[src/rtl/ctrl_pkg.sv]
// Shared opcodes, FSM states and ALU mode codes for seq_control_unit.
// Defining CTRL_LOGIC_OPS_EN makes the AND/OR opcodes execute as three-step ALU ops.
package ctrl_pkg;

    localparam logic [2:0] OP_LOAD = 3'b000;
    localparam logic [2:0] OP_MOV  = 3'b001;
    localparam logic [2:0] OP_ADD  = 3'b010;
    localparam logic [2:0] OP_SUB  = 3'b011;
    localparam logic [2:0] OP_AND  = 3'b100;
    localparam logic [2:0] OP_OR   = 3'b101;

    localparam logic [1:0] MODE_ADD = 2'b00;
    localparam logic [1:0] MODE_SUB = 2'b01;
    localparam logic [1:0] MODE_AND = 2'b10;
    localparam logic [1:0] MODE_OR  = 2'b11;

    typedef enum logic [1:0] {
        S_IDLE = 2'd0,
        S_T1   = 2'd1,
        S_T2   = 2'd2,
        S_T3   = 2'd3
    } state_e;

    function automatic logic is_alu_op(input logic [2:0] op);
`ifdef CTRL_LOGIC_OPS_EN
        return (op == OP_ADD) || (op == OP_SUB) || (op == OP_AND) || (op == OP_OR);
`else
        return (op == OP_ADD) || (op == OP_SUB);
`endif
    endfunction

    function automatic logic [1:0] alu_mode_of(input logic [2:0] op);
        case (op)
            OP_SUB:  return MODE_SUB;
            OP_AND:  return MODE_AND;
            OP_OR:   return MODE_OR;
            default: return MODE_ADD;
        endcase
    endfunction

endpackage

[src/rtl/ctrl_onehot_dec.sv]
// Binary register address plus enable to one-hot register strobe vector.
module ctrl_onehot_dec #(
    parameter int ADDR_W = 4
) (
    input  logic [ADDR_W-1:0]      addr_i,
    input  logic                   en_i,
    output logic [(1<<ADDR_W)-1:0] onehot_o
);

    always_comb begin
        onehot_o = '0;
        if (en_i) onehot_o[addr_i] = 1'b1;
    end

endmodule

[src/rtl/seq_control_unit.sv]
// Multi-cycle control FSM for the register-file/ALU datapath: 1-3 steps per instruction.
// Build option CTRL_LOGIC_OPS_EN enables AND/OR opcodes; otherwise they pulse illegal.
module seq_control_unit
    import ctrl_pkg::*;
#(
    parameter  int REG_ADDR_W = 4,
    parameter  int CNT_W      = 16,
    localparam int INSTR_W    = 3 + 2*REG_ADDR_W,
    localparam int NUM_REGS   = 1 << REG_ADDR_W
) (
    input  logic                  clk,
    input  logic                  reset,
    input  logic                  instr_valid,
    input  logic [INSTR_W-1:0]    instruction,
    output logic                  instr_ready,
    output logic [NUM_REGS-1:0]   rin,
    output logic [NUM_REGS-1:0]   rout,
    output logic                  ext_load,
    output logic [REG_ADDR_W-1:0] ext_imm,
    output logic                  alu_a_in,
    output logic                  alu_g_in,
    output logic                  alu_g_out,
    output logic [1:0]            alu_mode,
    output logic                  done,
    output logic                  illegal,
    output logic [CNT_W-1:0]      retired
);

    state_e                state_q, state_d;
    logic [INSTR_W-1:0]    ir_q, ir_d;
    logic [2:0]            op_d;
    logic [REG_ADDR_W-1:0] rx_d, ry_d;
    logic                  accept;

    logic                  rin_en_d, rout_en_d, ext_load_d, a_in_d, g_in_d, g_out_d;
    logic                  done_d, illegal_d, ready_d;
    logic [REG_ADDR_W-1:0] rin_addr_d, rout_addr_d, ext_imm_d;
    logic [1:0]            mode_d;

    logic                  rin_en_q, rout_en_q, ext_load_q, a_in_q, g_in_q, g_out_q;
    logic                  done_q, illegal_q, ready_q;
    logic [REG_ADDR_W-1:0] rin_addr_q, rout_addr_q, ext_imm_q;
    logic [1:0]            mode_q;
    logic [CNT_W-1:0]      retired_q;

    // ready_q is high exactly in IDLE and in the final step of an op.
    assign accept = instr_valid & ready_q;

    always_comb begin
        // NOTE: every always_comb target is given a default first so no path infers a latch.
        state_d = state_q;
        ir_d    = ir_q;
        if (ready_q) begin
            state_d = accept ? S_T1 : S_IDLE;
            if (accept) ir_d = instruction;
        end else if (state_q == S_T1) begin
            state_d = S_T2;
        end else begin
            state_d = S_T3;
        end
    end

    assign op_d = ir_d[INSTR_W-1 -: 3];
    assign rx_d = ir_d[2*REG_ADDR_W-1 -: REG_ADDR_W];
    assign ry_d = ir_d[REG_ADDR_W-1:0];

    // Outputs are decoded from the next state so they can be registered.
    always_comb begin
        rin_en_d    = 1'b0;
        rout_en_d   = 1'b0;
        ext_load_d  = 1'b0;
        a_in_d      = 1'b0;
        g_in_d      = 1'b0;
        g_out_d     = 1'b0;
        done_d      = 1'b0;
        illegal_d   = 1'b0;
        ready_d     = 1'b0;
        rin_addr_d  = rx_d;
        rout_addr_d = rx_d;
        ext_imm_d   = '0;
        mode_d      = MODE_ADD;
        case (state_d)
            S_IDLE: ready_d = 1'b1;
            S_T1: begin
                if (op_d == OP_LOAD) begin
                    rin_en_d   = 1'b1;
                    ext_load_d = 1'b1;
                    ext_imm_d  = ry_d;
                    done_d     = 1'b1;
                    ready_d    = 1'b1;
                end else if (op_d == OP_MOV) begin
                    rout_en_d   = 1'b1;
                    rout_addr_d = ry_d;
                    rin_en_d    = 1'b1;
                    done_d      = 1'b1;
                    ready_d     = 1'b1;
                end else if (is_alu_op(op_d)) begin
                    rout_en_d = 1'b1;
                    a_in_d    = 1'b1;
                end else begin
                    illegal_d = 1'b1;
                    ready_d   = 1'b1;
                end
            end
            S_T2: begin
                rout_en_d   = 1'b1;
                rout_addr_d = ry_d;
                g_in_d      = 1'b1;
                mode_d      = alu_mode_of(op_d);
            end
            S_T3: begin
                g_out_d  = 1'b1;
                rin_en_d = 1'b1;
                mode_d   = alu_mode_of(op_d);
                done_d   = 1'b1;
                ready_d  = 1'b1;
            end
            default: ;
        endcase
    end

    // NOTE: sequential state uses non-blocking assignments so every register samples pre-edge values.
    always_ff @(posedge clk) begin
        if (reset) begin
            state_q     <= S_IDLE;
            ir_q        <= '0;
            rin_en_q    <= 1'b0;
            rout_en_q   <= 1'b0;
            ext_load_q  <= 1'b0;
            a_in_q      <= 1'b0;
            g_in_q      <= 1'b0;
            g_out_q     <= 1'b0;
            done_q      <= 1'b0;
            illegal_q   <= 1'b0;
            ready_q     <= 1'b1;
            rin_addr_q  <= '0;
            rout_addr_q <= '0;
            ext_imm_q   <= '0;
            mode_q      <= MODE_ADD;
            retired_q   <= '0;
        end else begin
            state_q     <= state_d;
            ir_q        <= ir_d;
            rin_en_q    <= rin_en_d;
            rout_en_q   <= rout_en_d;
            ext_load_q  <= ext_load_d;
            a_in_q      <= a_in_d;
            g_in_q      <= g_in_d;
            g_out_q     <= g_out_d;
            done_q      <= done_d;
            illegal_q   <= illegal_d;
            ready_q     <= ready_d;
            rin_addr_q  <= rin_addr_d;
            rout_addr_q <= rout_addr_d;
            ext_imm_q   <= ext_imm_d;
            mode_q      <= mode_d;
            if (done_d) retired_q <= retired_q + CNT_W'(1);
        end
    end

    ctrl_onehot_dec #(.ADDR_W(REG_ADDR_W)) u_rin_dec (
        .addr_i   (rin_addr_q),
        .en_i     (rin_en_q),
        .onehot_o (rin)
    );

    ctrl_onehot_dec #(.ADDR_W(REG_ADDR_W)) u_rout_dec (
        .addr_i   (rout_addr_q),
        .en_i     (rout_en_q),
        .onehot_o (rout)
    );

    assign instr_ready = ready_q;
    assign ext_load    = ext_load_q;
    assign ext_imm     = ext_imm_q;
    assign alu_a_in    = a_in_q;
    assign alu_g_in    = g_in_q;
    assign alu_g_out   = g_out_q;
    assign alu_mode    = mode_q;
    assign done        = done_q;
    assign illegal     = illegal_q;
    assign retired     = retired_q;

endmodule

[config.mk]
export PLATFORM = sky130hd
export DESIGN_NAME = seq_control_unit
export DESIGN_NICKNAME = d
export VERILOG_FILES = /design/src/rtl/ctrl_pkg.sv /design/src/rtl/ctrl_onehot_dec.sv /design/src/rtl/seq_control_unit.sv
export SDC_FILE = /design/constraint.sdc
export NUM_CORES = 1
export LEC_CHECK = 0
export CORE_MARGIN = 10
export CORE_UTILIZATION = 28
export DETAILED_ROUTE_END_ITERATION = 7
export GPL_ROUTABILITY_DRIVEN = 0
export GPL_TIMING_DRIVEN = 1
export PLACE_DENSITY = 0.55
export REMOVE_ABC_BUFFERS = 1
export SYNTH_ARGS = -nofsm -noshare
export SYNTH_HDL_FRONTEND = slang
export SYNTH_SLANG_ARGS = --single-unit
export TNS_END_PERCENT = 30
[constraint.sdc]
create_clock -name clk -period 4 [get_ports clk]
set_input_delay 1.2 -clock clk [delete_from_list [all_inputs] [get_ports clk]]
set_output_delay 1.2 -clock clk [all_outputs]
set_load 0.02 [all_outputs]
After elaboration in Yosys (flattened, before gate mapping)
Cells that the tools add are included.
- register bits: 51
- input bits: 14
- output and inout port bits: 61
- logic and storage cells: 73
- add/sub/neg operators: 1
- order comparisons: 4
- eq/ne operators: 9
- muxes and demuxes: 29
- bitwise logic cells: 4
- reductions and logical operators: 11
- operators by type and width (operator ; number):
    two-way mux 16 bit ; 2
    two-way mux 11 bit ; 2
    adder 16 x 1 -> 16 bit, second input constant ; 1
    two-way mux 1 bit ; 15
    less-than comparator 4 x 5 -> 1 bit, second input constant ; 2
    demux 1 bit (select 4 bit) ; 2
    greater-or-equal comparator 4 x 1 -> 1 bit, second input constant ; 2
    two-way mux 4 bit ; 2
    one-hot mux 4 bit (2 select lines) ; 1
    OR reduction 2 bit ; 4
    == test 3 x 2 -> 1 bit, second input constant ; 2
    == test 3 bit, second input constant ; 2
    one-hot mux 1 bit (2 select lines) ; 3
    one-hot mux 2 bit (3 select lines) ; 1
    == test 2 x 1 -> 1 bit, second input constant ; 2
    == test 2 bit, second input constant ; 2
    OR reduction 4 bit ; 1
    == test 3 x 1 -> 1 bit, second input constant ; 1
    logical NOT 3 bit ; 1
    inverter 1 bit ; 3
    OR reduction 3 bit ; 1
    logical AND 1 bit ; 2
    logical NOT 2 bit ; 1
    two-way mux 2 bit ; 1
    2 further kinds ; 2

Longest topological paths before layout
Gate-level depths: netlist (run 1).
- depth in word-level cells: 9
- mapped depth: 6
- gate-level depth less buffers: 5

Modules after synthesis
Synthesis (run 1) repeated with hierarchy kept, for this count alone.
- cells, all modules: 233
- area total of the unflattened synthesis: 2025.7 um^2
- modules (own cells, without submodules) (module ; times used ; cells each ; area each (um^2) ; seq. area each (um^2)):
    seq_control_unit ; 1 ; 187 ; 1790.5 ; 940.9
    ctrl_onehot_dec ; 2 ; 23 ; 117.6 ; 0.0

Worst setup path before layout (run 1)
OpenSTA, ideal clock, no wires.
- kind: input -> register
- start: input instruction[10]
- end: register retired_q[15] (netlist: retired[15])
- setup time: 0.070 ns
- arrival: 2.766 ns
- data required time: 3.930 ns
- setup slack: 1.164 ns
- cell stages on the path: 6
- buffers on the path: 2
- cell sequence: or3b_1 > buf_2 > a2111o_1 > buf_6 > or4_1 > a21oi_1
- cells in the longest elaborated chain, start to end: 6
- elaborated cells on any way between the ends: 7
- those cells by class: eq/ne (1); mux (5); reduce/logical (1)
- RTL lines (what ; RTL line ; source):
    start: declaration ; seq_control_unit.sv:14 ; input logic [INSTR_W-1:0] instruction,
    two-way mux 11 bit (*) ; seq_control_unit.sv:55 ; if (accept) ir_d = instruction;
    two-way mux 11 bit (*) ; seq_control_unit.sv:53 ; if (ready_q) begin
    == test 3 x 1 -> 1 bit ; seq_control_unit.sv:91 ; end else if (op_d == OP_MOV) begin
    two-way mux 1 bit ; seq_control_unit.sv:91 ;
    two-way mux 1 bit (*) ; seq_control_unit.sv:85 ; if (op_d == OP_LOAD) begin
    one-hot mux 1 bit (2 select lines) (*) ; seq_control_unit.sv:82 ; case (state_d)
    end signal: assignment ; seq_control_unit.sv:157 ; if (done_d) retired_q <= retired_q + CNT_W'(1);
    end: declaration ; seq_control_unit.sv:44 ; logic [CNT_W-1:0] retired_q;
Every way passes the cells marked *; elsewhere a longest branch is shown, timed or not.
A chain may end at the register's enable or synchronous reset.

Final worst setup path (run 1)
- start: input instr_valid
- end: register retired_q[15] (netlist: retired[15])
- cells in the longest elaborated chain, start to end: 7
- elaborated cells on any way between the ends: 12
- those cells by class: eq/ne (3); mux (7); bitwise (1); reduce/logical (1)
- RTL lines (what ; RTL line ; source):
    start: declaration ; seq_control_unit.sv:13 ; input logic instr_valid,
    AND 1 bit (*) ; seq_control_unit.sv:47 ; assign accept = instr_valid & ready_q;
    two-way mux 11 bit ; seq_control_unit.sv:55 ;
    two-way mux 11 bit ; seq_control_unit.sv:53 ;
    == test 3 x 1 -> 1 bit ; seq_control_unit.sv:91 ;
    two-way mux 1 bit ; seq_control_unit.sv:91 ;
    two-way mux 1 bit ; seq_control_unit.sv:85 ;
    one-hot mux 1 bit (2 select lines) (*) ; seq_control_unit.sv:82 ;
Marked as above.

==> impl_metrics.env, run 1 <==
export IMPL_status="completed"
export IMPL_r2r_start="instr_ready$_SDFF_PP1_"
export IMPL_ys_async_sr_fraction_pct=0
export IMPL_synth_seq_cells=47
export IMPL_setup_viol=0
export IMPL_fill_cells=762
export IMPL_cts_root_buf="clkbuf_8"
export IMPL_port_buffers=74
export IMPL_cp_data_arrival_time_ps=3400
export IMPL_maxCapViolations=0
export IMPL_min_period_ps=3180
export IMPL_pin_count=75
export IMPL_detail_route_antenna_nets=0
export IMPL_worstSkewPairLatency_ps=290
export IMPL_post_cts_setup_buffers=0
export IMPL_area_growth_pct=44.8
export IMPL_critPathKind="input port to flip-flop"
export IMPL_nNetsFinal=337
export IMPL_die_w_um=106
export IMPL_firstDrtPassIters=4
export IMPL_yosysSeqAreaShare_pct=45.4
export IMPL_synth_avg_cell_area_um2=8.29
export IMPL_die_area_um2=11200
export IMPL_drv_slew=0
export IMPL_antenna_found_initial=0
export IMPL_ys_warn_count=0
export IMPL_clk_pin_slew_ps=80
export IMPL_synth_area_leader_cell="dfxtp_1"
export IMPL_finalInstanceArea_um2=3000
export IMPL_crit_start="instr_valid"
export IMPL_vias=1981
export IMPL_r2r_cells=4
export IMPL_synth_edf_count=0
export IMPL_grt_max_degree=36
export IMPL_worst_pin_slew_ps=835
export IMPL_cts_resized_gates=0
export IMPL_via_per_inst=4.69
export IMPL_regArea_um2=941
export IMPL_postRouteWirelength_um=6060
export IMPL_clock_fmax_ghz=0.315
export IMPL_rsz0062_at_grt="false"
export IMPL_overflow=0
export IMPL_grt_util_all_layers_pct=10.6
export IMPL_grt_pass1_vias=1983
export IMPL_hold_class="flip-flop to flip-flop"
export IMPL_synthTopCellsByArea="dfxtp_1 45%, nor2_1 8.1%, a21oi_1 4.1%, nand2_1 3.4%, mux2i_1 3.4%"
export IMPL_cp_required_ps=4220
export IMPL_yosysUniqueCellTypes=43
export IMPL_syn_inst=250
export IMPL_ys_top_cells_by_count="47 x dfxtp_1, 45 x nor2_1, 19 x nand2_1"
export IMPL_synth_cell_area_um2=2070
export IMPL_rows=31
export IMPL_drt_iter0_markers=50
export IMPL_grt_pass1_wl_um=10000
export IMPL_tns_ps=0
export IMPL_r2r_end="retired[15]$_SDFFE_PP0P_"
export IMPL_dpl_cell_area_um2=2900
export IMPL_power_density_nw_per_um2=299
export IMPL_drive_gt1_share_pct=5.57
export IMPL_finalHoldViolCount=0
export IMPL_hold_buffers=0
export IMPL_cts_sinks=47
export IMPL_ctsHtreeMaxLevel=2
export IMPL_cts_made_buffers=5
export IMPL_finalCritPeriodShare_pct=79.5
export IMPL_netlist_area_leader_share_pct=45.4
export IMPL_hold_depth=1
export IMPL_vdd_drop_max_mv=0.116
export IMPL_wl_per_cell_um=14.4
export IMPL_cts_tree="done"
export IMPL_synthFlopType="dfxtp_1"
export IMPL_n_antenna_cell=0
export IMPL_yosys_cell_count_top_type="dfxtp_1"
export IMPL_multiInputGateArea_um2=1040
export IMPL_endpoint_kind="flip-flop"
export IMPL_cts_path_max_buffers=2
export IMPL_drc=0
export IMPL_start_util_pct=28.7
export IMPL_die_h_um=106
export IMPL_max_slew_margin_pct=44.2
export IMPL_finalClockSkew_ps=7.73
export IMPL_rrSetupSlack_ps=1810
export IMPL_p_leak_nw=1.02
export IMPL_path_max_fanout=11
export IMPL_critPathLaunchType="input port"
export IMPL_dp_hpwl_um=4610
export IMPL_endpoint="retired[15]$_SDFFE_PP0P_"
export IMPL_coreArea_um2=7210
power by group:
part	total [mW]	internal (mW)	switching (mW)
Combinational	0.0919	0.0425	0.0494
Sequential	0.496	0.482	0.0140
Clock	0.309	0.158	0.151
sequential cells by signal (all words and copies together), names as in the netlist, 2 cells and up:
register,flops
alu_mode,2
ext_imm,4
ir_q,11
retired,16
rout_addr_q,4
state_q,2
area by class of cell:
cell class                 count  area share (%)
multi-input combinational    182            34.8
sequential                    47            31.3
timing repair buffer          76            25.2
tap                           99            4.13
clock buffer                   8            3.33
inverter                      10            1.25
layer usage:
metal,global-route usage (%),vias to the layer above,routed length [µm]
li1,-,1012,-
met1,13.8,904,2890
met2,15.6,61,2610
met3,5.07,4,538
met4,2.32,0,32
met5,0,-,0
cell families after synthesis:
kind of cell / count (synthesis) / share of synthesized area (%)
buffers and inverters: 21 / 4.22
AO/OA/AOI/OAI: 42 / 12.4
AND/OR/NAND/NOR: 121 / 28.8
XOR/XNOR: 6 / 2.53
flip-flops: 47 / 45.4
multiplexers: 12 / 6.10
adder cells (fa/ha/maj): 1 / 0.603
per-stage QoR:
stage	power, mW	util [%]	worst slack (ps)	hold WS (ps)	std cells
finish	0.897	41.6	822	461	422
global route	0.939	41.6	700	492	422
CTS	0.908	41.6	796	459	422
detailed placement	0.599	40.2	522	438	414
global placement	0.599	40.2	583	445	414
floorplan	0.552	-	1230	411	239
worst max-delay path: stages:
cell             delay (ps)
clkdlybuf4s50_1         550
or3b_1                  480
a2111o_1                580
or4_1                   440
a21oi_1                 140
worst min path at each step:
stage	startpoint	end	slack (ps)
6_report	ir_q[9]$_SDFF_PP0_	alu_mode[1]$_SDFF_PP0_	460
5_1_grt	ir_q[9]$_SDFF_PP0_	alu_mode[1]$_SDFF_PP0_	490
4_1_cts	ir_q[9]$_SDFF_PP0_	alu_mode[1]$_SDFF_PP0_	460
3_5_place_dp	ir_q[9]$_SDFF_PP0_	alu_mode[1]$_SDFF_PP0_	440
3_3_place_gp	ir_q[9]$_SDFF_PP0_	alu_mode[1]$_SDFF_PP0_	440
2_1_floorplan	ir_q[9]$_SDFF_PP0_	alu_mode[1]$_SDFF_PP0_	410
cells in the final DEF (no fill, tap or decap), types with 2 or more instances in the layout:
cell,count
a2111o_1,2
a211oi_1,2
a21oi_1,17
a31oi_1,3
and2_1,3
buf_4,2
clkbuf_8,7
clkdlybuf4s50_1,74
dfxtp_1,47
inv_1,10
mux2_2,5
mux2i_1,7
nand2_1,19
nand2b_1,5
nand3_1,10
nand3b_1,2
nand4_1,3
nor2_1,45
nor3_1,11
nor4_1,2
o21ai_0,10
o31ai_1,3
or3_1,7
or4_1,4
xnor2_1,4
xor2_1,2
Note: power is estimated with default switching activity, not from simulation.
==> run 2, diff against run 1 <==
--- a/config.mk
+++ b/config.mk
@@ -10,7 +10,7 @@
 export DETAILED_ROUTE_END_ITERATION = 7
 export GPL_ROUTABILITY_DRIVEN = 0
 export GPL_TIMING_DRIVEN = 1
-export PLACE_DENSITY = 0.55
+export PLACE_DENSITY = 0.57
 export REMOVE_ABC_BUFFERS = 1
 export SYNTH_ARGS = -nofsm -noshare
 export SYNTH_HDL_FRONTEND = slang
==> constraint.sdc (replaced) <==
create_clock -name clk -period 2.6 [get_ports clk]
set_input_delay 0.78 -clock clk [delete_from_list [all_inputs] [get_ports clk]]
set_output_delay 0.78 -clock clk [all_outputs]
set_load 0.02 [all_outputs]
==> run 2 against run 1 <==
Against the previous run:
- final cell count is 3.6% higher
- flip-flop and latch count stayed put
- critical path depth is 1 higher
- sequential power is 53% higher
- via count is 2.4% higher
- non-clock buffer count is 15 higher
==> impl_metrics.env, run 2 (synthesis gave the netlist of run 1 again) <==
export IMPL_drc=0
export IMPL_cp_slowest_stage_delay_ps=510
export IMPL_endpoint="retired[9]$_SDFFE_PP0P_"
export IMPL_detail_route_antenna_nets=0
export IMPL_top_usage_layer="met2"
export IMPL_grt_max_degree=23
export IMPL_cp_data_arrival_time_ps=2790
export IMPL_total_power_mw=1.45
export IMPL_finish_utilization_pct=43.5
export IMPL_wl_per_cell_um=14.1
export IMPL_firstDrtPassIters=4
export IMPL_path_max_fanout=9
export IMPL_status="completed"
export IMPL_rows=31
export IMPL_hp_start="ir_q[9]$_SDFF_PP0_"
export IMPL_dp_hpwl_um=4830
export IMPL_crit_start="instr_valid"
export IMPL_r2r_start="instr_ready$_SDFF_PP1_"
export IMPL_final_cells=437
export IMPL_cts_root_buf="clkbuf_8"
export IMPL_met2_usage_pct=17.1
export IMPL_clk_pin_slew_ps=100
export IMPL_critPathLaunchType="input port"
export IMPL_grt_met3_usage_pct=5.13
export IMPL_power_density_nw_per_um2=464
export IMPL_die_w_um=106
export IMPL_rsz0062_at_grt="true"
export IMPL_drv_slew=0
export IMPL_rrSetupSlack_ps=790
export IMPL_r2r_end="retired[9]$_SDFFE_PP0P_"
export IMPL_worst_pin_slew_ps=490
export IMPL_overflow=0
export IMPL_cp_slowest_cell="a2111o_1"
export IMPL_drt_iter0_markers=43
export IMPL_die_h_um=106
export IMPL_grt_pass1_wl_um=10200
export IMPL_r2r_cells=5
export IMPL_maxCapViolations=0
export IMPL_nNetsFinal=352
export IMPL_vdd_drop_max_mv=0.193
export IMPL_critPathKind="input port to flip-flop"
export IMPL_min_period_ps=2550
export IMPL_finalHoldViolCount=0
export IMPL_coreArea_um2=7210
export IMPL_max_slew_margin_pct=67.3
export IMPL_endpoint_kind="flip-flop"
export IMPL_cts_path_max_buffers=2
export IMPL_antenna_found_initial=0
export IMPL_final_common_cell="clkdlybuf4s50_1"
export IMPL_use_met1_pct=12.9
export IMPL_finalCritPeriodShare_pct=98.0
export IMPL_grt_pass1_vias=2063
export IMPL_cts_made_buffers=5
export IMPL_hold_class="flip-flop to flip-flop"
export IMPL_start_util_pct=28.7
export IMPL_cts_sinks=47
export IMPL_cts_tree="done"
export IMPL_area_growth_pct=51.2
export IMPL_postRouteWirelength_um=6140
export IMPL_setup_viol=0
export IMPL_worstSkewPairLatency_ps=310
export IMPL_finalClockSkew_ps=10.9
export IMPL_die_area_um2=11200
export IMPL_clock_fmax_ghz=0.393
export IMPL_p_leak_nw=1.19
export IMPL_grt_util_all_layers_pct=10.9
export IMPL_hold_buffers=0
export IMPL_via_per_inst=4.64
export IMPL_vias=2028
export IMPL_pin_count=75
export IMPL_holdWs_ps=455
export IMPL_cp_required_ps=2850
export IMPL_port_buffers=74
export IMPL_n_antenna_cell=0
export IMPL_drive_gt1_share_pct=10.4
export IMPL_largest_reg_flops=16
export IMPL_ctsHtreeMaxLevel=2
export IMPL_layout_common_cells="66 x clkdlybuf4s50_1, 47 x dfxtp_1, 45 x nor2_1, 19 x nand2_1"
export IMPL_cp_cell_sequence="clkdlybuf4s50_1 > or3b_4 > a2111o_1 > buf_4 > or3_1 > a21oi_1"
export IMPL_dp_cells=426
-- run 2: cell count changes in the layout (fill, tap and decap cells not counted), sizes merged --
cell / change
buf: +15
clkdlybuf4s50: -8
dlygate4sd2: +4
dlymetal6s2s: +4
clkbuf: -3
clkinv: +2
bufinv: +1
-- run 2: through the flow --
stage / cell area [µm²] / setup slack [ps] / setup TNS [ps]
final: 3140 / 52.5 / 0
after CTS: 3100 / 1.35 / 0
after global routing: 3140 / -3.23 / -4.27
after global placement: 2990 / -267 / -2210
after floorplan: 2020 / 247 / 0
after detailed placement: 2990 / -324 / -2600
-- run 2: metal layers --
| layer | up-vias | share of wire (%) |
|---|---|---|
| met5 | - | 0 |
| li1 | 1051 | - |
| met2 | 54 | 44 |
| met4 | 0 | 1.3 |
| met3 | 7 | 8.9 |
| met1 | 916 | 46 |
-- run 2: power breakdown --
part / switching (mW) / internal [mW]
Combinational: 0.0787 / 0.0749
Clock: 0.254 / 0.287
Sequential: 0.0194 / 0.741
Total: 0.352 / 1.10
-- run 2: cell type report --
type	count	area [µm²]
inverter	10	37.5
multi-input combinational	182	1050
tap	99	124
clock inverter	3	43.8
sequential	47	941
clock buffer	5	68.8
fill	737	4080
timing repair buffer	91	873
-- run 2: what timing repair did --
action | in CTS | in global routing
resized for setup | 4 | 5
pin swaps | 0 | 2
buffers inserted | 0 | 3
endpoints found under the setup margin | 4 | 12
-- run 2: worst max-delay path, delay by kind of cell --
family          cells  cell delay (ps)
compound gates      2              650
simple gates        2              700
buf+inv             2              670
-- run 2: worst min path at each step --
stage	to	slack (ps)	cells past startpoint
after global placement	alu_mode[1]$_SDFF_PP0_	440	1
after detailed placement	alu_mode[1]$_SDFF_PP0_	430	1
after CTS	alu_mode[1]$_SDFF_PP0_	460	1
after global routing	alu_mode[1]$_SDFF_PP0_	490	1
after floorplan	alu_mode[1]$_SDFF_PP0_	410	1
final	alu_mode[1]$_SDFF_PP0_	460	1
==> run 3, diff against run 2 <==
--- a/config.mk
+++ b/config.mk
@@ -10,9 +10,10 @@
 export DETAILED_ROUTE_END_ITERATION = 7
 export GPL_ROUTABILITY_DRIVEN = 0
 export GPL_TIMING_DRIVEN = 1
-export PLACE_DENSITY = 0.57
+export PLACE_DENSITY = 0.58
 export REMOVE_ABC_BUFFERS = 1
 export SYNTH_ARGS = -nofsm -noshare
 export SYNTH_HDL_FRONTEND = slang
+export SYNTH_HIERARCHICAL = 1
 export SYNTH_SLANG_ARGS = --single-unit
 export TNS_END_PERCENT = 30
==> run 3 against run 2 <==
Against the previous run:
- non-clock buffer count shrank 10
- combinational power shrank 7%
- sequential share of layout area grew 1.6 points
- critical endpoint is now rout[8]
- critical path depth shrank 3
- global-route usage shrank 0.51 points
- first-iteration DRC count grew 44%
- largest power group unchanged
- largest cell class unchanged
- clock skew shrank 3.0 ps
==> impl_metrics.env, run 3 <==
export IMPL_synth_area_leader_cell="dfxtp_1"
export IMPL_critPathLaunchType="flip-flop"
export IMPL_path_max_fanout=4
export IMPL_clk_pin_slew_ps=80
export IMPL_ctsHtreeMaxLevel=2
export IMPL_synth_edf_count=0
export IMPL_firstDrtPassIters=4
export IMPL_postRouteWirelength_um=5750
export IMPL_finalHoldViolCount=0
export IMPL_regArea_um2=941
export IMPL_grt_util_all_layers_pct=10.4
export IMPL_rows=30
export IMPL_area_growth_pct=46.9
export IMPL_grt_max_degree=32
export IMPL_pin_count=75
export IMPL_drc=0
export IMPL_n_antenna_cell=0
export IMPL_finalCritPeriodShare_pct=94.4
export IMPL_vias=1948
export IMPL_antenna_found_initial=0
export IMPL_drive_gt1_share_pct=8.33
export IMPL_cp_cell_sequence="nand3b_1 > nor3_1 > clkdlybuf4s50_1"
export IMPL_min_period_ps=2450
export IMPL_die_h_um=105
export IMPL_total_power_mw=1.33
export IMPL_overflow=0
export IMPL_synthTopCellsByArea="dfxtp_1 46%, nor2_1 7.4%, a21oi_1 4.7%, nand2_1 3.3%, o31ai_1 3.3%"
export IMPL_cp_required_ps=1820
export IMPL_drv_slew=0
export IMPL_synthFlopType="dfxtp_1"
export IMPL_worstSkewPairLatency_ps=300
export IMPL_finish_utilization_pct=43.1
export IMPL_max_slew_margin_pct=58.2
export IMPL_synth_cell_area_um2=2030
export IMPL_cts_path_max_buffers=2
export IMPL_grt_pass1_vias=1865
export IMPL_synth_seq_cells=47
export IMPL_ys_async_sr_fraction_pct=0
export IMPL_grt_pass1_wl_um=9630
export IMPL_coreArea_um2=6910
export IMPL_tns_ps=0
export IMPL_rsz0062_at_grt="false"
export IMPL_cts_root_buf="clkbuf_8"
export IMPL_detail_route_antenna_nets=0
export IMPL_die_w_um=105
export IMPL_cts_sinks=47
export IMPL_synth_avg_cell_area_um2=8.69
export IMPL_drt_iter0_markers=62
export IMPL_netlist_area_leader_share_pct=46.4
export IMPL_seqPwrFrac_pct=57.5
export IMPL_status="completed"
export IMPL_switchingPower_mw=0.331
export IMPL_die_area_um2=11000
export IMPL_ys_warn_count=6
export IMPL_power_share_clock_pct=31.7
export IMPL_start_util_pct=29.3
export IMPL_ys_top_cells_by_count="47 x dfxtp_1, 40 x nor2_1, 19 x a21oi_1"
export IMPL_yosysSeqAreaShare_pct=46.4
export IMPL_hold_class="flip-flop to flip-flop"
export IMPL_nNetsFinal=326
export IMPL_yosys_cell_count_top_type="dfxtp_1"
export IMPL_finalInstanceArea_um2=2980
export IMPL_pwr_share_comb_pct=10.8
export IMPL_yosysUniqueCellTypes=37
export IMPL_crit_family="buffers and inverters"
export IMPL_worst_pin_slew_ps=623
export IMPL_cts_tree="done"
export IMPL_p_leak_nw=1.11
export IMPL_cp_slowest_stage_delay_ps=640
export IMPL_swShare_pct=24.9
export IMPL_dp_hpwl_um=4410
export IMPL_power_density_nw_per_um2=446
export IMPL_wl_per_cell_um=14.1
export IMPL_cp_slowest_cell="clkdlybuf4s50_1"
export IMPL_maxCapViolations=0
export IMPL_cp_buffers_inverters=1
export IMPL_dpl_cell_area_um2=2900
export IMPL_port_buffers=74
export IMPL_finalClockSkew_ps=7.84
export IMPL_cts_made_buffers=5
export IMPL_cp_data_arrival_time_ps=1670
export IMPL_via_per_inst=4.77
export IMPL_multiInputGateArea_um2=1020
export IMPL_vdd_drop_max_mv=0.259
export IMPL_clock_fmax_ghz=0.407
export IMPL_layout_common_cells="64 x clkdlybuf4s50_1, 47 x dfxtp_1, 40 x nor2_1, 19 x a21oi_1, 18 x nand2_1"
export IMPL_hold_buffers=0
export IMPL_largest_reg_flops=16
export IMPL_fill_cells=732
export IMPL_endpoint_kind="output pin"
export IMPL_critPathKind="flip-flop to output pin"
export IMPL_setup_viol=0
export IMPL_final_common_cell="clkdlybuf4s50_1"
export IMPL_intPower_mw=0.997
export IMPL_syn_inst=233
run 3: area by class of cell:
class / instances / share of cell area [%]
clock buffers: 5 / 2.31
inverters: 3 / 0.378
flip-flops and latches: 47 / 31.6
repair buffers: 81 / 26.9
well taps: 96 / 4.04
clock inverters: 3 / 0.505
multi-input cells: 173 / 34.2
run 3: final timing paths:
kind                              from                       to  slack (ps)  depth (start not counted)
min reg2reg         ir_q[8]$_SDFF_PP0_       ir_q[8]$_SDFF_PP0_         460                          2
max reg2reg     instr_ready$_SDFF_PP1_  retired[5]$_SDFFE_PP0P_         720                          5
max          rout_addr_q[2]$_SDFF_PP0_                  rout[8]         150                          3
min                 ir_q[8]$_SDFF_PP0_       ir_q[8]$_SDFF_PP0_         460                          2
run 3: tightest hold or removal path, stage by stage (launching register included):
cell and delay [ps]:
dfxtp_1 320, nand2_1 50, a21oi_1 50
run 3: what timing repair did:
action,4_1_cts,5_1_grt
resized for setup,8,2
buffers inserted,0,0
cloned,0,0
hold endpoints to repair,0,0
endpoints found under the setup margin,8,2
run 3: logic make-up (layout without fill, tap and decap cells):
group | count (synthesis) | in the layout | share of synthesized area, %
buffers and inverters | 13 | 92 | 3.27
multiplexers | 11 | 11 | 5.81
AND/OR/NAND/NOR | 120 | 120 | 31.2
XOR/XNOR | 2 | 2 | 0.865
flip-flops | 47 | 47 | 46.4
AO/OA/AOI/OAI | 39 | 39 | 11.8
adder cells (fa/ha/maj) | 1 | 1 | 0.618
run 3: power groups by stage:
stage	clock, mW	combinational, mW	sequential [mW]
2_1_floorplan	0	0.0655	0.783
3_3_place_gp	0	0.146	0.780
3_5_place_dp	0	0.145	0.781
4_1_cts	0.443	0.145	0.764
5_1_grt	0.463	0.159	0.769
6_report	0.420	0.143	0.764
run 3: through the flow:
step	setup WS, ps	hold slack [ps]	instances
global route	13.1	484	408
CTS	93.1	459	408
finish	146	455	408
global placement	50.9	442	400
detailed placement	29.8	446	400
floorplan	347	426	223
run 3: per-layer routing:
metal	wire, µm	share of wire [%]	global-route usage [%]
met5	0	0	0
met4	57	0.99	3.24
met3	381	6.6	3.56
met2	2750	48	16.9
met1	2560	45	12.6
